File: src/rtl/capture_controller.sv
// Event-driven stream capture: arm via bus, start/trigger/abort events gate a
// window of samples into a single-register output stream with post-trigger count.
module capture_controller #(
  parameter int BAW = 6,
  parameter int BDW = 32,
  parameter int SDW = 32,
  parameter int CCW = 32
) (
  input  logic           clk,
  input  logic           rst,
  output logic           bus_wready,
  input  logic           bus_wvalid,
  input  logic [BAW-1:0] bus_waddr,
  input  logic [BDW-1:0] bus_wdata,
  output logic           sti_tready,
  input  logic           sti_tvalid,
  input  logic [1:0]     sti_tevent,
  input  logic [SDW-1:0] sti_tdata,
  input  logic           sto_tready,
  output logic           sto_tvalid,
  output logic           sto_tlast,
  output logic [SDW-1:0] sto_tdata,
  output logic [1:0]     sts_state,
  output logic           sts_abort
);

  typedef enum logic [1:0] {IDLE = 2'd0, ARMED = 2'd1, RUN = 2'd2, POST = 2'd3} state_t;
  typedef enum logic [1:0] {EV_NONE = 2'd0, EV_START = 2'd1, EV_TRIG = 2'd2, EV_ABORT = 2'd3} event_t;

  state_t         state;
  logic [CCW-1:0] cnt;
  logic [CCW-1:0] cfg_post;
  logic           ctl_wr, cfg_wr, arm, disarm, in_xfer;

  assign bus_wready = 1'b1;
  assign sts_state  = state;
  assign ctl_wr     = bus_wvalid && (bus_waddr == BAW'(0));
  assign cfg_wr     = bus_wvalid && (bus_waddr == BAW'(1));
  assign arm        = ctl_wr && bus_wdata[0];
  assign disarm     = ctl_wr && bus_wdata[1];
  assign in_xfer    = sti_tvalid && sti_tready;

  always_comb begin
    sti_tready = 1'b1;
    if (state == RUN || state == POST)
      sti_tready = ~sto_tvalid | sto_tready;
  end

  always_ff @(posedge clk) begin
    if (rst) begin
      state      <= IDLE;
      sto_tvalid <= 1'b0;
      sto_tlast  <= 1'b0;
      sto_tdata  <= '0;
      sts_abort  <= 1'b0;
      cnt        <= '0;
      cfg_post   <= '0;
    end else begin
      // Drain first; a forward below in the same cycle overrides the clear.
      if (sto_tvalid && sto_tready)
        sto_tvalid <= 1'b0;
      if (cfg_wr)
        cfg_post <= bus_wdata[CCW-1:0];

      if (disarm) begin
        state <= IDLE;
      end else begin
        case (state)
          IDLE: begin
            if (arm) begin
              state     <= ARMED;
              sts_abort <= 1'b0;
            end
          end
          ARMED: begin
            if (in_xfer) begin
              if (sti_tevent == EV_START) begin
                sto_tvalid <= 1'b1;
                sto_tdata  <= sti_tdata;
                sto_tlast  <= 1'b0;
                state      <= RUN;
              end else if (sti_tevent == EV_ABORT) begin
                sts_abort <= 1'b1;
                state     <= IDLE;
              end
            end
          end
          RUN: begin
            if (in_xfer) begin
              sto_tvalid <= 1'b1;
              sto_tdata  <= sti_tdata;
              sto_tlast  <= 1'b0;
              if (sti_tevent == EV_ABORT) begin
                sto_tlast <= 1'b1;
                sts_abort <= 1'b1;
                state     <= IDLE;
              end else if (sti_tevent == EV_TRIG) begin
                if (cfg_post == '0) begin
                  sto_tlast <= 1'b1;
                  state     <= IDLE;
                end else begin
                  cnt   <= cfg_post;
                  state <= POST;
                end
              end
            end
          end
          POST: begin
            if (in_xfer) begin
              sto_tvalid <= 1'b1;
              sto_tdata  <= sti_tdata;
              sto_tlast  <= 1'b0;
              if (sti_tevent == EV_ABORT) begin
                sto_tlast <= 1'b1;
                sts_abort <= 1'b1;
                state     <= IDLE;
              end else begin
                cnt <= cnt - 1'b1;
                if (cnt == CCW'(1)) begin
                  sto_tlast <= 1'b1;
                  state     <= IDLE;
                end
              end
            end
          end
          default: state <= IDLE;
        endcase
      end
    end
  end

endmodule

File: config.mk
export PLATFORM = sky130hd
export DESIGN_NAME = capture_controller
export DESIGN_NICKNAME = d
export VERILOG_FILES = /design/src/rtl/capture_controller.sv
export SDC_FILE = /design/constraint.sdc
export NUM_CORES = 1
export LEC_CHECK = 0
export ABC_AREA = 1
export CORE_MARGIN = 10
export CORE_UTILIZATION = 30
export CTS_BUF_LIST = sky130_fd_sc_hd__clkbuf_4 sky130_fd_sc_hd__clkbuf_8 sky130_fd_sc_hd__clkbuf_16
export CTS_CLUSTER_DIAMETER = 80
export CTS_CLUSTER_SIZE = 25
export DETAILED_ROUTE_END_ITERATION = 6
export PLACE_DENSITY = 0.6
export SYNTH_ARGS = -nofsm -noshare
export SYNTH_HDL_FRONTEND = slang
export SYNTH_SLANG_ARGS = --single-unit
File: constraint.sdc
create_clock -name clk -period 1.8 [get_ports clk]
set_input_delay 0.36 -clock clk [delete_from_list [all_inputs] [get_ports clk]]
set_output_delay 0.36 -clock clk [all_outputs]
set_load 0.1 [all_outputs]
Yosys cells after proc, flatten, opt, wreduce, memory -nomap -nowiden
Index checks and enable logic that the tools add are counted.
- bits in latches: 0
- input port bits: 77
- memories: 0
- flip-flop bits (word level): 101
- bits in writable memories: 0
- output and inout bits: 39
- ROM bits: 0
- logic and storage cells: 99
- reduce and logical (&&, ||, !) cells: 20
- muxes and demuxes: 46
- bitwise operators: 3
- $mul: 0
- $lt $le $gt $ge: 0
- div/mod/pow operators: 0
- add/sub/neg operators: 1
- equal/unequal tests: 22
- shifts and indexed selects: 0
- operators with widths (kind ; count):
    two-way mux 32 bit ; 9
    case mux 32 bit (2 select lines) ; 2
    equality test 32 x 1 -> 1 bit, second input constant ; 1
    zero test 32 bit ; 1
    subtractor 32 x 1 -> 32 bit, second input constant ; 1
    two-way mux 2 bit ; 11
    two-way mux 1 bit ; 20
    inequality test 2 bit, second input constant ; 9
    AND reduction 5 bit ; 2
    equality test 2 bit, second input constant ; 4
    case mux 2 bit (4 select lines) ; 1
    AND reduction 8 bit ; 1
    AND reduction 7 bit ; 1
    equality test 6 x 1 -> 1 bit, second input constant ; 1
    logical AND 1 bit ; 6
    zero test 6 bit ; 1
    inequality test 3 x 1 -> 1 bit, second input constant ; 2
    case mux 1 bit (3 select lines) ; 2
    AND reduction 6 bit ; 1
    equality test 2 x 1 -> 1 bit, second input constant ; 2
    inequality test 2 x 1 -> 1 bit, second input constant ; 2
    nonzero test 2 bit ; 2
    OR reduction 2 bit ; 2
    inequality test 3 bit, second input constant ; 1
    other kinds (6) ; 7

Longest topological paths before layout
- depth in word-level cells: 7
- mapped depth: 12
- depth with buffers taken out: 12

Worst setup path after synthesis
Ideal clock, no wire load.
- kind: flip-flop to flip-flop
- start point: register state[1] (netlist: sts_state[1])
- end point: register cnt[3]
- clock period less this slack: 2904 ps
- stages on the path, launching flop included: 10
- arrival time: 2833 ps
- required time: 1730 ps
- setup slack: -1104 ps
- library setup time: 70 ps
- path buffers: 1
- cells stage by stage: dfxtp_1 nand3_2 nand2_2 o21ai_1 nand3_2 inv_2 nand2_2 buf_4 nand2_1 a21oi_1
- cells in the longest elaborated chain, start to end: 6
- elaborated cells between the ends (all ways): 14
- classes of those cells: eq/ne: 8; mux: 2; reduce/logical: 4
- ends and longest elaborated chain (what ; RTL line ; source):
    start: declaration ; 30 ; state_t state;
    start signal: assignment ; 51 ; state <= IDLE;
    start signal: assignment ; 66 ; state <= IDLE;
    start signal: assignment ; 71 ; state <= ARMED;
    equality test 2 bit ; 45 ; if (state == RUN || state == POST)
    logical OR 1 bit * ; 45 ;
    two-way mux 1 bit * ; 45 ;
    named net sti_tready ; 15 ; output logic sti_tready,
    logical AND 1 bit * ; 41 ; assign in_xfer = sti_tvalid && sti_tready;
    inequality test 2 bit (no source line) ; n/a ;
    AND reduction 8 bit (no source line) * ; n/a ;
    end signal: assignment ; 102 ; cnt <= cfg_post;
    end signal: assignment ; 118 ; cnt <= cnt - 1'b1;
    end: declaration ; 31 ; logic [CCW-1:0] cnt;
The timed path passes the listed nets; every way through them passes the cells marked *.
A chain may end at the register's enable or synchronous reset.

Final worst setup path
- start point: input port bus_waddr[5]
- end point: register cnt[28]
- cells in the longest elaborated chain, start to end: 5
- ends and longest elaborated chain (what ; RTL line ; source):
    start: declaration ; 13 ; input logic [BAW-1:0] bus_waddr,
    zero test 6 bit ; 37 ; assign ctl_wr = bus_wvalid && (bus_waddr == BAW'(0));
    logical AND 1 bit ; 37 ;
    logical AND 1 bit ; 40 ; assign disarm = ctl_wr && bus_wdata[1];
    inverter 1 bit (no source line) ; n/a ;
    AND reduction 8 bit (no source line) ; n/a ;
Every way passes these cells.

==> flow_metrics.py <==
metrics = {
    "sta": {
        "finClkSkew_ns": 0.00733,
        "layout_setup_ws_ns": 0.169,
        "final-hold-violation-count": 0,
        "slew_violations": 0,
        "finalSetupViolCount": 0,
        "rsz0062_at_grt": "false",
        "post-route-min-period_ns": 1.63,
        "min_period_over_period_pct": 90.6,
        "fmax_mhz": 613,
    },
    "clocking": {
        "cts_tree": "built",
        "worstSkewPairLatency_ns": 0.36,
        "cts.sinks": 101,
        "root_buffer": "clkbuf_16",
        "clock_path_buffers": 2,
        "postCtsSetupRepairBufs": 0,
        "clkSlewWorstSetupHoldPaths_ns": 0.07,
        "postCtsHoldBufs": 0,
        "cts_buffers": 9,
        "htreeDepth": 3,
    },
    "worst_setup_path": {
        "cp_num_buf_inv": 3,
        "rrSetupSlack_ns": 0.18,
        "crit_path_start_kind": "input pin",
        "cpPeakStageDelay_ns": 0.41,
        "path_delay_family": "simple AND/OR/NAND/NOR gates",
        "crit_required_ns": 2.08,
        "slowest_stage": "clkdlybuf4s50_1",
        "worstPathCellList": "clkdlybuf4s50_1, or2_1, nor2_4, nand4_4, nand3_2, inv_2, nand2_4, buf_4, nand2_1, a21oi_1",
        "crit_arrival_ns": 1.92,
        "path_max_fanout": 8,
        "cp-end-kind": "register",
        "crit_type": "input pin to register",
    },
    "floorplan": {
        "initial_utilization_pct": 30.8,
        "die_h_um": 151,
        "placementRows": 47,
        "core_area_sq_um": 16800,
        "io_pins": 116,
        "die_w_um": 151,
        "die_area_sq_um": 22900,
    },
    "global_route": {
        "grt_pass1_wl_um": 25500,
        "grt-ovfl-total": 0,
        "grt_usage_pct": 13.9,
        "antenna_found_initial": 0,
        "grt_pass1_vias": 4855,
        "grt_max_degree": 69,
    },
    "drt": {
        "drtAntennaViolNets": 0,
        "vias": 5179,
        "via_per_inst": 4.48,
        "finalWirelength_um": 15700,
        "first_pass_iters": 5,
        "drt_iter0_drc": 304,
        "wl_per_cell_um": 13.6,
        "drc": 0,
    },
    "power": {
        "power_uw": 9250,
        "p_leak_uw": 0.00317,
        "p_per_area_nw_per_um2": 1240,
        "vdd_drop_max_mv": 0.672,
    },
    "logic_synthesis": {
        "synth.most_common_cell": "nand2_1",
        "yosysTopAreaCell": "dfxtp_1",
        "synth_seq_area_share_pct": 39.1,
        "syn_avg_cell_area_sq_um": 6.35,
        "ys_types": 35,
        "synth_top_area_share_pct": 39.1,
        "synthFlopType": "dfxtp_1",
        "netlist_instances": 814,
        "synth_nets": 893,
        "synthTopCellsByCount": "nand2_1 (213), nor2_1 (153), dfxtp_1 (101), o21ai_0 (82), inv_1 (79)",
        "synth_edf_count": 0,
        "yosysWarnings": 0,
        "async_flop_share_pct": 0,
        "syn-cell-area_sq_um": 5170,
        "synth_area_leaders": "dfxtp_1 (39%), nand2_1 (15%), nor2_1 (11%)",
        "ys_ff_latch": 101,
    },
    "finish": {
        "nets": 1010,
        "fin_area_sq_um": 7480,
        "post-route-util_pct": 44.7,
        "area_growth_pct": 44.9,
        "diodes": 0,
        "fill_cells": 1762,
        "drive_gt1_share_pct": 12.1,
    },
    "min_path": {
        "hold_class": "register to register",
    },
    "run": {
        "drv_cap": 0,
    },
    "place": {
        "pre_cts_slack_ns": -0.256,
        "hpwl_um": 12000,
        "placed_cell_area_sq_um": 7120,
        "place.gp.congestion": 0.911,
        "port-buffer-count": 114,
    },
    "run_status": {
        "status": "finished clean",
    },
}
## cell type report
cell class              instances  area, sq um  share of cell area [%]
clock buffers                   9          225                    3.01
clock inverters                 7         85.1                    1.14
inverters                      82          308                    4.11
multi-input cells             593         2710                    36.2
flip-flops and latches        101         2030                    27.1
well taps                     220          275                    3.68
repair buffers                144         1850                    24.7
## worst paths after layout
path	startpoint	to	cells after the start
setup / recovery	bus_waddr[5]	cnt[28]	10
hold / removal	cfg_post[7]	cfg_post[7]	2
setup reg to reg	cfg_post[17]	cnt[28]	10
hold reg to reg	cfg_post[7]	cfg_post[7]	2
## flip-flops by register name (all words and copies together), names as in the netlist
register / count
sts_abort: 1
cnt: 32
sto_tdata: 32
cfg_post: 32
sto_tlast: 1
sts_state: 2
sto_tvalid: 1
## layer usage
layer	vias to the layer above	GRT usage [%]	routed length, um
li1	2802	-	-
met3	14	6.74	1560
met4	0	3.32	129
met5	-	0	0
met2	107	21.2	6940
met1	2256	17.1	7080
## worst min-delay path, stage by stage (launching register included)
cell and delay (ns):
dfxtp_1 0.31, inv_1 0.06, a21oi_1 0.05
## per-stage QoR
step           instances  hold slack, ns  TNS [ns]
2_1_floorplan        814           0.439    -0.341
3_3_place_gp        1140           0.455    -13.94
3_5_place_dp        1140           0.457    -16.99
4_1_cts             1156           0.468         0
5_1_grt             1156           0.490         0
6_report            1156           0.467         0
## cells in the final DEF, fill, tap and decap left out, types with 9 or more instances in the layout
cell type        instances
buf_12                  46
o21ai_0                 82
nor2_1                 147
clkbuf_16                9
clkdlybuf4s50_1         76
a21oi_1                 70
inv_1                   78
buf_4                   22
dfxtp_1                 98
nand2_1                207
nand3_1                 30
## report_power, final
group	switching, uW	internal (uW)	total (uW)
clock network	942	1100	2040
logic	2890	1660	4560
registers	218	2430	2650
## cell families after synthesis
| logic type | after synthesis | synth area share [%] |
|---|---|---|
| AO/OA/AOI/OAI | 168 | 17.1 |
| XOR/XNOR | 7 | 1.19 |
| adder cells (fa/ha/maj) | 2 | 0.484 |
| buffers and inverters | 120 | 9.91 |
| flip-flops | 101 | 39.1 |
| other | 1 | 0.0726 |
| AND/OR/NAND/NOR | 415 | 32.2 |
## what timing repair did
action	CTS	global route
endpoints found under the setup margin	0	33
endpoints found under the hold margin	0	0
gates resized for setup	0	17
(Power assumes the default switching activity.)
